File: src/rtl/alu_pkg.sv
// Shared definitions for the small ALU datapath blocks.
package alu_pkg;

  localparam int unsigned ALU_WIDTH = 4;

  typedef enum logic [1:0] {
    StIdle,
    StRun,
    StDone
  } state_e;

endpackage

File: src/rtl/fadd.sv
// Single-bit combinational full adder.
module fadd (
  input  logic a,
  input  logic b,
  input  logic c,
  output logic sum,
  output logic cout
);

  assign sum  = a ^ b ^ c;
  assign cout = (a & b) | (a & c) | (b & c);

endmodule

File: src/rtl/serial_add4.sv
// Bit-serial unsigned adder: one full-adder cell resolves one operand bit per clock.
// SUM[WIDTH] carries the carry-out, mirroring the subtractor's result-with-borrow layout.
module serial_add4
  import alu_pkg::*;
#(
  parameter int unsigned WIDTH = ALU_WIDTH
) (
  input  logic             clk,
  input  logic             rst_n,
  input  logic             start,
  input  logic [WIDTH-1:0] A,
  input  logic [WIDTH-1:0] B,
  output logic             busy,
  output logic             done,
  output logic [WIDTH:0]   SUM
);

  localparam int unsigned CntW = (WIDTH > 1) ? $clog2(WIDTH) : 1;
  localparam logic [CntW-1:0] LastCnt = CntW'(WIDTH - 1);

  state_e           state_q, state_d;
  logic [WIDTH-1:0] a_q, a_d, b_q, b_d, ps_q, ps_d;
  logic [CntW-1:0]  cnt_q, cnt_d;
  logic             c_q, c_d;
  logic [WIDTH:0]   sum_q, sum_d;

  logic             fa_sum, fa_cout;
  logic [WIDTH-1:0] ps_shift;

  fadd u_fadd (
    .a    (a_q[0]),
    .b    (b_q[0]),
    .c    (c_q),
    .sum  (fa_sum),
    .cout (fa_cout)
  );

  // New sum bit enters at the MSB so the LSB lands at bit 0 after WIDTH shifts.
  assign ps_shift = {fa_sum, ps_q[WIDTH-1:1]};

  always_comb begin
    state_d = state_q;
    a_d     = a_q;
    b_d     = b_q;
    c_d     = c_q;
    cnt_d   = cnt_q;
    ps_d    = ps_q;
    sum_d   = sum_q;
    unique case (state_q)
      StIdle, StDone: begin
        if (start) begin
          a_d     = A;
          b_d     = B;
          c_d     = 1'b0;
          cnt_d   = '0;
          ps_d    = '0;
          state_d = StRun;
        end else begin
          state_d = StIdle;
        end
      end
      StRun: begin
        a_d   = a_q >> 1;
        b_d   = b_q >> 1;
        c_d   = fa_cout;
        cnt_d = cnt_q + CntW'(1);
        ps_d  = ps_shift;
        if (cnt_q == LastCnt) begin
          sum_d   = {fa_cout, ps_shift};
          state_d = StDone;
        end
      end
      default: state_d = StIdle;
    endcase
  end

  always_ff @(posedge clk or negedge rst_n) begin
    if (!rst_n) begin
      state_q <= StIdle;
      a_q     <= '0;
      b_q     <= '0;
      c_q     <= 1'b0;
      cnt_q   <= '0;
      ps_q    <= '0;
      sum_q   <= '0;
    end else begin
      state_q <= state_d;
      a_q     <= a_d;
      b_q     <= b_d;
      c_q     <= c_d;
      cnt_q   <= cnt_d;
      ps_q    <= ps_d;
      sum_q   <= sum_d;
    end
  end

  assign busy = (state_q == StRun);
  assign done = (state_q == StDone);
  assign SUM  = sum_q;

endmodule
File: config.mk
export PLATFORM = sky130hd
export DESIGN_NAME = serial_add4
export DESIGN_NICKNAME = d
export VERILOG_FILES = /design/src/rtl/alu_pkg.sv /design/src/rtl/fadd.sv /design/src/rtl/serial_add4.sv
export SDC_FILE = /design/constraint.sdc
export NUM_CORES = 1
export LEC_CHECK = 0
export ABC_AREA = 1
export CORE_MARGIN = 2
export CORE_UTILIZATION = 45
export DETAILED_ROUTE_END_ITERATION = 8
export PLACE_DENSITY = 0.81
export SETUP_SLACK_MARGIN = 0.5
export SLEW_MARGIN = 40
export SYNTH_ARGS = -nofsm -noshare
export SYNTH_HDL_FRONTEND = slang
export SYNTH_HIERARCHICAL = 1
export SYNTH_SLANG_ARGS = --single-unit
File: constraint.sdc
create_clock -name clk -period 1.2 [get_ports clk]
set_input_delay 0.24 -clock clk [delete_from_list [all_inputs] [get_ports clk]]
set_output_delay 0.24 -clock clk [all_outputs]
set_load 0.005 [all_outputs]
Word-level counts from Yosys, hierarchy flattened
Cells that the tools add are included.
Widths: inputs -> output; s select.
- output and inout port bits: 7
- input port bits: 11
- logic and storage cells: 38
- flip-flop bits (word level): 22
- bitwise logic cells: 7
- equal/unequal tests: 5
- $add $sub $neg: 1
- mux-type cells: 13
- reductions and logical operators: 5
- operators with widths (kind ; number):
    $pmux 4 s2 ; 3
    $mux 4 ; 3
    $pmux 2 s2 ; 2
    $eq 2x2->1 const B ; 2
    $mux 2 ; 2
    $reduce_and 2->1 ; 2
    $and 1x1->1 ; 3
    $add 2x1->2 const B ; 1
    $eq 2x1->1 const B ; 1
    $logic_not 2->1 ; 1
    $mux 1 ; 2
    $ne 2x1->1 const B ; 1
    $ne 2x2->1 const B ; 1
    $or 1x1->1 ; 2
    $pmux 1 s2 ; 1
    $reduce_bool 2->1 ; 1
    $reduce_or 2->1 ; 1
    $xor 1x1->1 ; 2

Depth between registers and ports, before layout
Gate-level depths: netlist of the first run.
- depth after elaboration: 4
- depth in mapped cells: 7
- mapped depth without buffers: 6

Hierarchy
The synthesis of the first run kept the hierarchy.
- modules (own cells, without submodules) (module ; cells an instance ; sequential area each (um^2) ; instances ; area each (um^2)):
    serial_add4 ; 111 ; 525.5 ; 1 ; 939.7
    fadd ; 1 ; 0.0 ; 1 ; 20.0

Worst setup path before layout of the first run
OpenSTA, ideal clock, no wires.
- kind: flip-flop to flip-flop
- from: register a_q[0]
- to: register ps_q[3]
- clock period less this slack: 1.110 ns
- path buffers: 0
- setup time: 0.076 ns
- data required time: 1.124 ns
- stages on the path, launching flop included: 4
- arrival: 1.034 ns
- path slack: 0.090 ns
- path through: dfrtp_1 > fa_1 > nand2_1 > o21ai_1
- cells in the longest elaborated chain, start to end: 3
- RTL lines (element ; RTL line ; source):
    start: declaration ; serial_add4.sv:22 ; logic [WIDTH-1:0] a_q, a_d, b_q, b_d, ps_q, ps_d;
    start signal: assignment ; serial_add4.sv:80 ; a_q <= '0;
    start signal: assignment ; serial_add4.sv:88 ; a_q <= a_d;
    $xor 1x1->1 (2 in a row) ; fadd.sv:10 ; assign sum = a ^ b ^ c;
    net fa_sum ; serial_add4.sv:27 ; logic fa_sum, fa_cout;
    $pmux 4 s2 ; serial_add4.sv:49 ; unique case (state_q)
    end signal: assignment ; serial_add4.sv:92 ; ps_q <= ps_d;
    end: declaration ; serial_add4.sv:22 ;
The timed path passes the listed nets, and every way through them passes these cells.
A chain may end at the register's enable or synchronous reset.

Worst setup path after layout of the first run
- from: register state_q[0]
- to: output port busy
- cells in the longest elaborated chain, start to end: 1
- RTL lines (element ; RTL line ; source):
    start: declaration ; serial_add4.sv:21 ; state_e state_q, state_d;
    start signal: assignment ; serial_add4.sv:79 ; state_q <= StIdle;
    start signal: assignment ; serial_add4.sv:87 ; state_q <= state_d;
    $eq 2x1->1 ; serial_add4.sv:97 ; assign busy = (state_q == StRun);
    end: declaration ; serial_add4.sv:13 ; output logic busy,
Every way passes these cells.

==> summary.md, run 1 <==
| Metric | Value |
|---|---|
| Status | `finished with violations` |
| Failing checks | `negative setup slack` |
| Final total power | `4595 uW` |
| Die height | `50.18 um` |
| Synth Warn # | `6` |
| Library cells used by synthesis | `15` |
| CTS tree | `yes` |
| Worst hold path type | `in -> async` |
| Worst Skew | `0.004375 ns` |
| GRT Total Usage | `0.2380` |
| Routability cong. | `0.7551` |
| Fin. max-slew vios | `0` |
| Combinational share of power | `0.648` |
| Chip Width | `50.18 um` |
| # diodes | `0` |
| 1st-pass router iterations | `4` |
| Post-Layout Cell Count | `179` |
| Worst-margin pin slew | `0.2707 ns` |
| Syn Area/Cell | `8.568 sq um` |
| Routed wire length | `2.575 mm` |
| Minimum clock period | `1.347 ns` |
| Cells after synthesis | `112` |
| Routed Antenna Nets | `0` |
| Clk pwr share | `0.075` |
| Largest net degree at the start of global routing | `22` |
| Power Density | `2933 nW/um^2` |
| Worst-Skew Late Latency | `0.31 ns` |
| Commonest non-fill, non-tap cells in the layout | `nand2_1 (22), dfrtp_1 (20), inv_1 (16), nand2_2 (15), clkdlybuf4s50_1 (10)` |
| Dpl cells | `165` |
| Port bufs | `17` |
| First-pass GRT wire length | `4.319 mm` |
| Max-cap viol count | `0` |
| P_leak | `0.0007940 uW` |
| Crit Path Category | `reg -> out` |
| Starting density of the core | `0.4842` |
| Clock buffer depth | `2` |
| Ratio of final minimum period to clock period | `1.123` |
| Commonest non-fill, non-tap cell in the layout | `nand2_1` |
| Dpl ws | `-0.1492 ns` |
| Nets | `166` |
| Clock root buffer | `clkbuf_4` |
| Detailed placer's ending HPWL | `1.475 mm` |
| Sequential share of power | `0.276` |
| DR vias/cell | `5.011` |
| Vias in the first global route | `968` |
| Post-synthesis sequential area ratio | `0.5476` |
| Critical path arrival | `1.11 ns` |
| Clk slew on worst S/H paths | `0.12 ns` |
| CP Capture Type | `primary output` |
| CP Launch Type | `register` |
| Post-synthesis net count | `125` |
| H-Tree Level Count | `1` |
| Post-synthesis cell area | `959.7 sq um` |
| Row count | `16` |
| Layout cells sized above 1 | `0.4934` |
| Fillers | `112` |
| DRC | `0` |
| Power Internal | `2595 uW` |
| Final worst slack | `-0.1475 ns` |
| Crit Path Max Fanout | `2` |
| Switching share of power | `0.4353` |
| Clk sinks | `21` |
| Final Hold Viols | `0` |
| Initial antenna violation count | `0` |
| Slew headroom | `0.8195` |
| Final Setup Violations | `22` |
| Net Sw Power | `2000 uW` |
| FF+latch count, synth | `21` |
| Ports | `18` |
| Hold-fix buffers, CTS | `0` |
| RSZ-0062 raised after global routing | `yes` |
| Die area | `2518 sq um` |
| Critical path required time | `0.96 ns` |
| Total gr overflow | `0` |
| Via count | `897` |
| Drt wl/cell | `14.39 um` |
| Fmax achieved | `742.1 MHz` |
| Area grow syn2layout | `63.23%` |
| Core Area | `1982 sq um` |
| Total clock buffers created by CTS | `3` |
| Iter 0 DRT Violations | `14` |
| Peak VDD IR | `1.914 mV` |
==> critical path: stages, from the launching register on <==
cell     delay (ns)
dfrtp_2        0.46
buf_6          0.14
inv_4          0.05
nor2_4         0.03
buf_2          0.11
==> metal layers <==
metal	up-vias	share of wire	routed length (um)	GRT usage
met5	-	0	0	0
met4	0	0.038	97	0.1528
met3	9	0.032	82	0.04464
met2	21	0.52	1328	0.3882
met1	440	0.41	1067	0.2868
li1	427	-	-	-
==> Yosys cell counts, drive strengths merged <==
cell   instances  area, sq um
fa             1        20.02
inv           20        75.07
o21ai          9        45.04
nor2           3        18.77
a21oi          1        5.000
buf            2        22.52
ha             1        12.51
nand3         12        60.06
nand2         42        175.2
dfrtp         21        525.5
==> metrics by stage <==
step / area, sq um / util / setup TNS [ns] / hold slack, ns
4_1_cts: 1469 / 0.7412 / -0.9902 / 0.2557
3_3_place_gp: 1321 / 0.6667 / -0.6588 / 0.4618
3_5_place_dp: 1321 / 0.6667 / -0.6727 / 0.4724
2_1_floorplan: 1032 / - / 0 / -0.05559
6_report: 1567 / 0.7904 / -2.034 / 0.2624
5_1_grt: 1567 / 0.7904 / -2.646 / 0.2702
==> cell type report <==
cell class,count,area [sq um],share of cell area
Sequential cell,21,526.8,0.3363
Clock buffer,3,22.52,0.01438
Tap cell,27,33.78,0.02157
Multi-Input combinational cell,70,528.0,0.3371
Clock inverter,1,5.005,0.003195
Timing Repair Buffer,37,360.3,0.2300
Inverter,20,90.09,0.05751
==> path summary, 6_finish.rpt <==
path                             from  cells past startpoint  slack, ns    endpoint
max                        state_q[0]                      4      -0.15        busy
min                             rst_n                      2       0.26      SUM[3]
max reg2reg                state_q[0]                      8      -0.14      b_q[1]
min reg2reg                    SUM[4]                      2       0.51      SUM[4]
max in group asynchronous       rst_n                      2       0.70  state_q[0]
min in group clk                 A[3]                      3       0.47      a_q[3]
==> power by group through the flow <==
stage               Clock [uW]  Combinational [uW]  Sequential [uW]
floorplan                    0                1270             1210
global placement             0                1980             1240
detailed placement           0                2050             1270
CTS                        360                2520             1230
global route               388                3240             1300
finish                     346                2980             1270
==> registers in the layout (all words and copies together) (netlist names) <==
| signal | cells |
|---|---|
| cnt_q | 2 |
| c_q | 1 |
| ps_q | 3 |
| b_q | 4 |
| a_q | 4 |
| SUM | 5 |
| state_q | 2 |
==> what timing repair did <==
| action | in CTS | in global routing |
|---|---|---|
| resized for setup | 56 | 23 |
| pin swaps | 5 | 6 |
| buffers inserted | 8 | 1 |
| endpoints found under the setup margin | 28 | 28 |
| cloned | 1 | 0 |
==> cells by family after synthesis <==
| family | after synthesis | synth area share |
|---|---|---|
| and+or+nand+nor | 57 | 0.2647 |
| AOI/OAI and AO/OA | 10 | 0.05214 |
| buffers and inverters | 22 | 0.1017 |
| adders and majority gates | 2 | 0.03390 |
| DFF | 21 | 0.5476 |
No activity file was read; power rests on OpenSTA's default activity.
==> run 2, diff against run 1 <==
Settings changed: PLACE_DENSITY 0.81 to 0.73.
==> run 2 against run 1 <==
  * The flow still finishes with violations (negative setup slack)
  * Combinational power is 13% lower
  * Non-clock buffer count is 3 lower
  * Cell area is 6.1% lower
  * Clock skew hardly changed
==> summary.md, run 2 (synthesis gave the netlist of run 1 again) <==
| Metric | Value |
|---|---|
| # diodes | `0 (unchanged)` |
| Core Area | `1982 sq um (unchanged)` |
| First-pass GRT wire length | `3.788 mm (was 4.319 mm)` |
| H-Tree Level Count | `1 (unchanged)` |
| Ratio of final minimum period to clock period | `1.114 (was 1.123)` |
| Crit Path Max Fanout | `2 (unchanged)` |
| Port bufs | `17 (unchanged)` |
| Area after DPL | `1306 sq um (was 1321 sq um)` |
| Routed Antenna Nets | `0 (unchanged)` |
| CP Capture Type | `primary output (unchanged)` |
| Clock root buffer | `clkbuf_4 (unchanged)` |
| Combinational share of power | `0.619 (was 0.648)` |
| Clk slew on worst S/H paths | `0.12 ns (about the same)` |
| Worst-Skew Late Latency | `0.32 ns (was 0.31 ns)` |
| Routed wire length | `2.321 mm (was 2.575 mm)` |
| Reg area | `526.8 sq um (unchanged)` |
| Total clock buffers created by CTS | `3 (unchanged)` |
| Largest register FFs | `5 (unchanged)` |
| Layout cells sized above 1 | `0.3960 (was 0.4934)` |
| Slew headroom | `0.8174 (was 0.8195)` |
| Final Cell Area | `1471 sq um (was 1567 sq um)` |
| RSZ-0062 raised after global routing | `yes (unchanged)` |
| P_leak | `0.0007569 uW (was 0.0007940 uW)` |
| Commonest non-fill, non-tap cells in the layout | `nand2_1 (31), dfrtp_1 (20), inv_1 (15), clkdlybuf4s50_1 (10), buf_6 (8) (was nand2_1 (22), dfrtp_1 (20), inv_1 (16), nand2_2 (15), clkdlybuf4s50_1 (10))` |
| Multi-input gate area | `467.9 sq um (was 528.0 sq um)` |
| Die area | `2518 sq um (unchanged)` |
| Final Setup Violations | `21 (was 22)` |
| Nets | `163 (was 166)` |
| Vias in the first global route | `848 (was 968)` |
| Largest net degree at the start of global routing | `22 (unchanged)` |
| Detailed placer's ending HPWL | `1.453 mm (was 1.475 mm)` |
| Chip Width | `50.18 um (unchanged)` |
| Crit Path Category | `reg -> out (unchanged)` |
| Total gr overflow | `0 (unchanged)` |
| Fmax achieved | `747.8 MHz (was 742.1 MHz)` |
| Final Hold Viols | `0 (unchanged)` |
| DR vias/cell | `4.767 (was 5.011)` |
| Net Sw Power | `1783 uW (was 2000 uW)` |
| Clk pwr share | `0.084 (was 0.075)` |
| Worst-margin pin slew | `0.2739 ns (was 0.2707 ns)` |
| Clock buffer depth | `2 (unchanged)` |
| CP Launch Type | `register (unchanged)` |
| Commonest non-fill, non-tap cell in the layout | `nand2_1 (unchanged)` |
| Fin. max-slew vios | `0 (unchanged)` |
| Ports | `18 (unchanged)` |
| Critical path arrival | `1.10 ns (was 1.11 ns)` |
| 1st-pass router iterations | `4 (unchanged)` |
| GRT Total Usage | `0.2028 (was 0.2380)` |
| Slowest stage delay, CP | `0.45 ns (was 0.46 ns)` |
| Peak VDD IR | `1.920 mV (was 1.914 mV)` |
| Worst hold path type | `in -> async (unchanged)` |
| Area grow syn2layout | `53.32% (was 63.23%)` |
| Worst Skew | `0.003881 ns (was 0.004375 ns)` |
| Clk sinks | `21 (unchanged)` |
| Fillers | `131 (was 112)` |
| Status | `finished with violations (unchanged)` |
| Minimum clock period | `1.337 ns (was 1.347 ns)` |
| Die height | `50.18 um (unchanged)` |
| Starting density of the core | `0.4842 (unchanged)` |
| CP delay by family, top | `flip-flops (unchanged)` |
| Via count | `839 (was 897)` |
| Final worst slack | `-0.1372 ns (was -0.1475 ns)` |
| Highest-delay cell along the critical path | `dfrtp_2 (unchanged)` |
| CTS tree | `yes (unchanged)` |
| Row count | `16 (unchanged)` |
| CP cell instances | `buf_6 > inv_4 > nor2_4 > buf_2 (unchanged)` |
| DRC | `0 (unchanged)` |
| Max-cap viol count | `0 (unchanged)` |
| Initial antenna violation count | `0 (unchanged)` |
| Power Density | `2833 nW/um^2 (was 2933 nW/um^2)` |
| Failing checks | `negative setup slack (unchanged)` |
| Routability cong. | `0.7270 (was 0.7551)` |
| Critical path required time | `0.96 ns (about the same)` |
| Switching share of power | `0.4276 (was 0.4353)` |
| Sequential share of power | `0.297 (was 0.276)` |
| Drt wl/cell | `13.19 um (was 14.39 um)` |
| Buffers and inverters on the worst path | `3 (unchanged)` |
| Final total power | `4169 uW (was 4595 uW)` |
| Power Internal | `2386 uW (was 2595 uW)` |
| Iter 0 DRT Violations | `12 (was 14)` |
## run 2: changes by cell type in the layout (fill, tap and decap cells not counted), sizes merged
cell  before  now
buf       27   24
## run 2: layout make-up
type                            count  area share
Clock buffer                        3     0.01531
Clock inverter                      1    0.003401
Inverter                           20     0.06122
Multi-Input combinational cell     70      0.3180
Sequential cell                    21      0.3580
Tap cell                           27     0.02296
Timing Repair Buffer               34      0.2211
## run 2: power groups by stage
| stage | Clock (uW) | Combinational [uW] | Sequential (uW) |
|---|---|---|---|
| CTS | 350 | 2290 | 1220 |
| detailed placement | 0 | 2000 | 1260 |
| floorplan | 0 | 1270 | 1210 |
| global placement | 0 | 1940 | 1240 |
| finish | 351 | 2580 | 1240 |
| global route | 392 | 2830 | 1270 |
## run 2: final timing paths
path	startpoint	endpoint	slack [ns]	cells past startpoint
max	state_q[0]	busy	-0.14	4
min	rst_n	a_q[0]	0.25	2
max reg2reg	state_q[0]	b_q[2]	-0.10	9
min reg2reg	SUM[3]	SUM[3]	0.49	2
max in group asynchronous	rst_n	state_q[0]	0.72	2
min in group clk	B[3]	b_q[3]	0.46	3
## run 2: per-layer routing
layer | up-vias | GRT usage | routed length [um]
li1 | 419 | - | -
met2 | 13 | 0.3333 | 1203
met3 | 4 | 0.04167 | 65
met5 | - | 0 | 0
met1 | 403 | 0.2579 | 1010
met4 | 0 | 0.08796 | 42
## run 2: metrics by stage
stage          setup WS (ns)  TNS (ns)  hold slack (ns)  cells    util
2_1_floorplan        0.09788         0         -0.05559    112       -
3_3_place_gp         -0.1106   -0.5274           0.4628    163  0.6591
3_5_place_dp         -0.1234    -1.000           0.4679    163  0.6591
4_1_cts              -0.1038   -0.8466           0.2642    173  0.7058
5_1_grt              -0.1942    -2.377           0.2739    176  0.7424
6_report             -0.1372    -1.446           0.2492    176  0.7424
## run 2: what timing repair did
item / CTS / global route
cloned: 0 / 1
buffers inserted: 6 / 2
pin swaps: 5 / 4
gates resized for setup: 44 / 15
hold buffers: 0 / 0
endpoints found under the hold margin: 0 / 0
endpoints found under the setup margin: 28 / 28
